$ cat config.mk
export PLATFORM = sky130hd
export DESIGN_NAME = flex_stp_deframer
export DESIGN_NICKNAME = d
export VERILOG_FILES = /design/src/rtl/flex_stp_pkg.sv /design/src/rtl/stp_bit_counter.sv /design/src/rtl/flex_stp_deframer.sv
export SDC_FILE = /design/constraint.sdc
export NUM_CORES = 1
export LEC_CHECK = 0
export CAP_MARGIN = 20
export CORE_ASPECT_RATIO = 0.9
export CORE_UTILIZATION = 40
export CTS_BUF_LIST = sky130_fd_sc_hd__clkbuf_4 sky130_fd_sc_hd__clkbuf_8 sky130_fd_sc_hd__clkbuf_16
export DETAILED_ROUTE_END_ITERATION = 16
export GPL_ROUTABILITY_DRIVEN = 0
export PLACE_DENSITY = 0.81
export SLEW_MARGIN = 20
export SYNTH_ARGS = -nofsm -noshare
export SYNTH_HDL_FRONTEND = slang
export SYNTH_HIERARCHICAL = 1
export SYNTH_SLANG_ARGS = --single-unit
$ cat constraint.sdc
create_clock -name clk -period 3 [get_ports clk]
set_clock_uncertainty 0.15 [all_clocks]
set_input_delay 0.6 -clock clk [delete_from_list [all_inputs] [get_ports clk]]
set_output_delay 0.6 -clock clk [all_outputs]
set_load 0.005 [all_outputs]
$ cat src/rtl/flex_stp_pkg.sv
// Shared definitions for the serial-to-parallel deframer: shift direction
// encoding and the bit-counter width helper.
package flex_stp_pkg;

  // Shift direction selected by the SHIFT_MSB parameter.
  typedef enum logic {
    STP_TO_LSB = 1'b0,
    STP_TO_MSB = 1'b1
  } stp_dir_e;

  // Width needed to hold values 0..n (bit_count only reaches n-1, but this
  // keeps the width safe for every n >= 2).
  function automatic int stp_cnt_w(input int n);
    return $clog2(n + 1);
  endfunction

endpackage

$ cat src/rtl/stp_bit_counter.sv
// Bit counter for the deframer: counts accepted bits of the current word and
// flags the completing bit with a combinational wrap pulse.
module stp_bit_counter
  import flex_stp_pkg::*;
#(
  parameter int NUM_BITS = 8
) (
  input  logic                             clk,
  input  logic                             rst,
  input  logic                             clear,
  input  logic                             enable,
  output logic [stp_cnt_w(NUM_BITS)-1:0]   count,
  output logic                             wrap
);

  localparam int CW = stp_cnt_w(NUM_BITS);
  localparam logic [CW-1:0] LAST = CW'(NUM_BITS - 1);

  logic [CW-1:0] count_q;
  logic [CW-1:0] count_d;

  // Wrap fires on the bit that completes a word, independent of clear;
  // the top gates it when clear discards the shift.
  assign wrap  = enable && (count_q == LAST);
  assign count = count_q;

  // Next count: clear wins, then wrap to zero, then increment.
  always_comb begin
    count_d = count_q;
    if (clear) begin
      count_d = {CW{1'b0}};
    end else if (enable) begin
      if (count_q == LAST) begin
        count_d = {CW{1'b0}};
      end else begin
        count_d = count_q + CW'(1);
      end
    end else begin
      count_d = count_q;
    end
  end

  // Counter register with synchronous reset.
  always_ff @(posedge clk) begin
    if (rst) begin
      count_q <= {CW{1'b0}};
    end else begin
      count_q <= count_d;
    end
  end

endmodule

$ cat src/rtl/flex_stp_deframer.sv
// Serial-to-parallel receiver with word framing: shifts bits in, captures each
// completed word into a holding register offered on valid/ready, and flags a
// sticky overrun when a completed word has to be dropped.
module flex_stp_deframer
  import flex_stp_pkg::*;
#(
  parameter int   NUM_BITS   = 8,
  parameter bit   SHIFT_MSB  = 1'b1,
  parameter logic RESET_FILL = 1'b1
) (
  input  logic                           clk,
  input  logic                           rst,
  input  logic                           shift_enable,
  input  logic                           serial_in,
  input  logic                           clear,
  output logic [NUM_BITS-1:0]            parallel_out,
  output logic [stp_cnt_w(NUM_BITS)-1:0] bit_count,
  output logic [NUM_BITS-1:0]            word_data,
  output logic                           word_valid,
  input  logic                           word_ready,
  output logic                           overrun
);

  localparam stp_dir_e DIR = stp_dir_e'(SHIFT_MSB);
  localparam logic [NUM_BITS-1:0] FILL = {NUM_BITS{RESET_FILL}};

  logic [NUM_BITS-1:0] shift_q, shift_d;
  logic [NUM_BITS-1:0] word_q, word_d;
  logic                valid_q, valid_d;
  logic                ovr_q, ovr_d;
  logic [NUM_BITS-1:0] shifted_s;
  logic                wrap_s;
  logic                complete_s;
  logic                xfer_s;

  stp_bit_counter #(
    .NUM_BITS (NUM_BITS)
  ) u_cnt (
    .clk    (clk),
    .rst    (rst),
    .clear  (clear),
    .enable (shift_enable),
    .count  (bit_count),
    .wrap   (wrap_s)
  );

  // A clear in the same cycle discards the shift, so no word completes.
  assign complete_s = wrap_s && !clear;
  assign xfer_s     = valid_q && word_ready;

  // Post-shift register value; also the candidate word on completion.
  always_comb begin
    shifted_s = shift_q;
    if (DIR == STP_TO_MSB) begin
      shifted_s = {shift_q[NUM_BITS-2:0], serial_in};
    end else begin
      shifted_s = {serial_in, shift_q[NUM_BITS-1:1]};
    end
  end

  // Next state for shift register, holding register, handshake and overrun.
  always_comb begin
    shift_d = shift_q;
    word_d  = word_q;
    valid_d = valid_q;
    ovr_d   = ovr_q;

    if (clear) begin
      shift_d = FILL;
      ovr_d   = 1'b0;
    end else if (shift_enable) begin
      shift_d = shifted_s;
    end else begin
      shift_d = shift_q;
    end

    if (complete_s) begin
      if (!valid_q || word_ready) begin
        word_d  = shifted_s;
        valid_d = 1'b1;
      end else begin
        // Consumer still holds the previous word: drop the new one.
        ovr_d = 1'b1;
      end
    end else if (xfer_s) begin
      valid_d = 1'b0;
    end else begin
      valid_d = valid_q;
    end
  end

  // State registers with synchronous reset.
  always_ff @(posedge clk) begin
    if (rst) begin
      shift_q <= FILL;
      word_q  <= {NUM_BITS{1'b0}};
      valid_q <= 1'b0;
      ovr_q   <= 1'b0;
    end else begin
      shift_q <= shift_d;
      word_q  <= word_d;
      valid_q <= valid_d;
      ovr_q   <= ovr_d;
    end
  end

  assign parallel_out = shift_q;
  assign word_data    = word_q;
  assign word_valid   = valid_q;
  assign overrun      = ovr_q;

endmodule

==> summary.txt <==
Pwr
  – Seq pwr share: 65.9%
  – PD cells: 381 nW/um2
  – Power share of the clock group: 27.8%
  – Net load switching power: 92.9 uW
  – Worst VDD drop: 0.281 mV
  – Int Power: 355 uW
  – Combinational share of power: 6.3%
  – Sw frac: 20.7%
  – LEAKAGE: 0.000439 uW

STA
  – Final Hold Slack: 332 ps
  – Setup violators final: 0
  – Normalized max-slew margin: 66.6%
  – Slew Limit Fails: 0
  – Crit share post-route: 66.6%
  – RSZ-0062 raised after global routing: no
  – Min Tclk post-route: 2000 ps
  – Final hold vios: 0
  – Worst-margin pin slew: 499 ps
  – Max frequency: 0.501 GHz
  – TNS Setup: 0 ps
  – Fin worst setup slack: 1000 ps

Clocking
  – Clk slew on worst S/H paths: 110 ps
  – Resized Gates After CTS: 0
  – Setup bufs post-CTS: 0
  – CTS Buf Count: 3
  – Hold-fix buffers, CTS: 0
  – CTS root buf: clkbuf_4
  – CTS Sinks: 22
  – Skew-Pair Late Insertion Delay: 290 ps
  – H-tree Lvls: 1
  – CTS tree: done
  – Buffer depth of the longest clock path: 2

Setup path
  – Worst r2r src: u_cnt/count[0]
  – Critical Path Stages: 5
  – CP Data Required Time: 3070 ps
  – CP endpoint kind: flop
  – Slowest CP cell: clkdlybuf4s50_1
  – Crit-path cells: clkdlybuf4s50_1, and4b_1, nand2b_4, or3b_2, a21oi_1
  – Critical path buffer and inverter count: 1
  – Reg-to-reg endpoint: word_data[0]
  – CP peak stage delay: 470 ps
  – Setup CP Type: input pin to flop
  – Startpoint type of the worst setup path: input pin
  – Delay-heaviest family, CP: simple AND/OR/NAND/NOR gates
  – Worst Path Arrival: 2070 ps
  – Crit-path max FO: 17
  – Worst R2R Path Depth: 5
  – Reg-to-reg slack, setup: 1170 ps

GRT
  – Initial antenna violation count: 0
  – Largest net degree at the start of global routing: 18
  – Vias in the first global route: 625
  – First-pass GRT wire length: 2790 um
  – Global route total overflow: 0
  – GRT Util Overall: 15.9%

Detailed routing
  – Detailed-route wire length: 1720 um
  – Via count: 671
  – First-pass iteration count of the detailed router: 4
  – Post-route DRC: 0
  – Detailed Route Iter0 Violations: 7
  – DRT antenna net count: 0
  – WL/cell: 12.5 um
  – DR vias/cell: 4.86

Yosys
  – Adder-cell share of the synthesized area: 1.43%
  – Mapped Cells: 86
  – Yosys warning total: 6
  – Largest family of logic cells by synthesized area: simple AND/OR/NAND/NOR gates
  – Synth Register Bits: 22
  – Yosys cell types: 21
  – Sequential fraction of the synthesis area: 50.2%
  – Mux share of post-synthesis cell area: 10.3%
  – Syn Std Cell Area: 877 um2
  – Post-Synth Simple-Gate Area: 21.3%
  – Net count of the mapped netlist: 93
  – Compound-gate portion of the synthesized area: 10.3%
  – XOR/XNOR Fraction of Synth Area: 3.00%
  – Syn_area_per_cell: 10.2 um2

Hold path
  – Worst hold path class: flop to flop
  – Hold worst-path end: word_data[4]
  – WHS Path Cells: 2
  – Hold_sp: word_data[4]

Floorplanning
  – Area of the core: 1990 um2
  – Die H: 46.4 um
  – Die Footprint: 2380 um2
  – Initial cell density of the core: 44.1%
  – Horiz. Die Dim: 51.4 um
  – Boundary Pins: 28
  – # rows: 15

Place
  – Detailed Place HPWL: 1270 um
  – Placement Setup Slack: 726 ps
  – Post-Place Cells: 135
  – IO buf count: 27

Finish
  – Layout cells sized above 1: 6.19%
  – Fill cells: 187
  – Final Util: 59.2%
  – Syn-to-layout area delta: 34.2%
  – # nets final: 122
  – Final std cells w/o fill: 138
  – Diode count: 0

Outcome
  – Status: finished clean

Run
  – Max Cap Viol: 0
-- metal layers --
| metal | vias to the layer above | part of all wire (%) | track usage [%] |
|---|---|---|---|
| li1 | 356 | - | - |
| met1 | 303 | 50 | 20.5 |
| met2 | 10 | 46 | 26.0 |
| met3 | 2 | 2.4 | 1.98 |
| met4 | 0 | 1.5 | 8.65 |
| met5 | - | 0 | 0 |
-- per-stage QoR --
stage,power (uW),cell area (um2)
floorplan,314,877
finish,448,1180
global route,469,1180
CTS,453,1180
global placement,329,1150
detailed placement,330,1150
-- worst min-delay path, stage by stage (launching register included) --
cell     delay, ps
dfxtp_1        330
o21ai_0         60
a21oi_1         60
-- cell usage in the layout, fill, tap and decap left out, types with 2 or more instances in the layout --
cell type,Yosys,routed
clkdlybuf4s50_1,0,27
xor2_1,2,2
or3b_1,7,7
nor2_1,3,3
nor3_1,3,3
mux2i_1,9,9
o21ai_0,8,8
a21oi_1,10,10
clkbuf_4,0,3
nand2_1,9,9
dfxtp_1,22,22
-- power groups by stage --
| stage | combinational, uW | clock [uW] | sequential [uW] |
|---|---|---|---|
| global route | 30.3 | 144 | 296 |
| floorplan | 12.6 | 0 | 302 |
| global placement | 27.3 | 0 | 302 |
| finish | 28.2 | 125 | 295 |
| CTS | 28.2 | 129 | 295 |
| detailed placement | 28.0 | 0 | 302 |
-- how the worst max path moves through the flow --
stage	slack, ps	to	start
global route	940	word_data[0]	shift_enable
detailed placement	730	word_data[0]	shift_enable
CTS	1010	bit_count[0]	u_cnt/count[0]
finish	1000	word_data[0]	shift_enable
global placement	750	word_data[0]	shift_enable
floorplan	1280	word_data[7]	shift_enable
-- final cells by class --
cell class,instances,area (um2),area share (%)
multi-input combinational,60,405,34.4
tap,25,31.3,2.66
timing repair buffer,28,278,23.6
clock buffer,3,22.5,1.91
sequential,22,440,37.4
-- synth_stat cells, drive strengths merged --
cell | instances | area share [%]
a21oi | 10 | 5.7
or3 | 1 | 0.71
mux2i | 9 | 10
and4b | 1 | 1.1
nor3 | 3 | 1.7
or3b | 8 | 8.0
xor2 | 2 | 2.0
nand2b | 2 | 2.3
nand4 | 1 | 0.71
nor2b | 1 | 1.6
nand2 | 9 | 3.9
buf | 3 | 3.1
nor2 | 3 | 1.3
dfxtp | 22 | 50
clkbuf | 1 | 0.43
ha | 1 | 1.4
xnor2 | 1 | 1.0
o21ai | 8 | 4.6
-- logic make-up (layout without fill, tap and decap cells) --
group,after synthesis,after routing
and+or+nand+nor,29,29
adders and majority gates,1,1
muxes,9,9
xor gates and xnor gates,3,3
buffers and inverters,4,31
AOI/OAI and AO/OA,18,18
DFF,22,22
-- sequential cells by signal (all words and copies together), names as in the netlist --
signal,flops
word_valid,1
parallel_out,8
u_cnt/count,4
word_data,8
overrun,1
No activity file was read; power rests on OpenSTA's default activity.
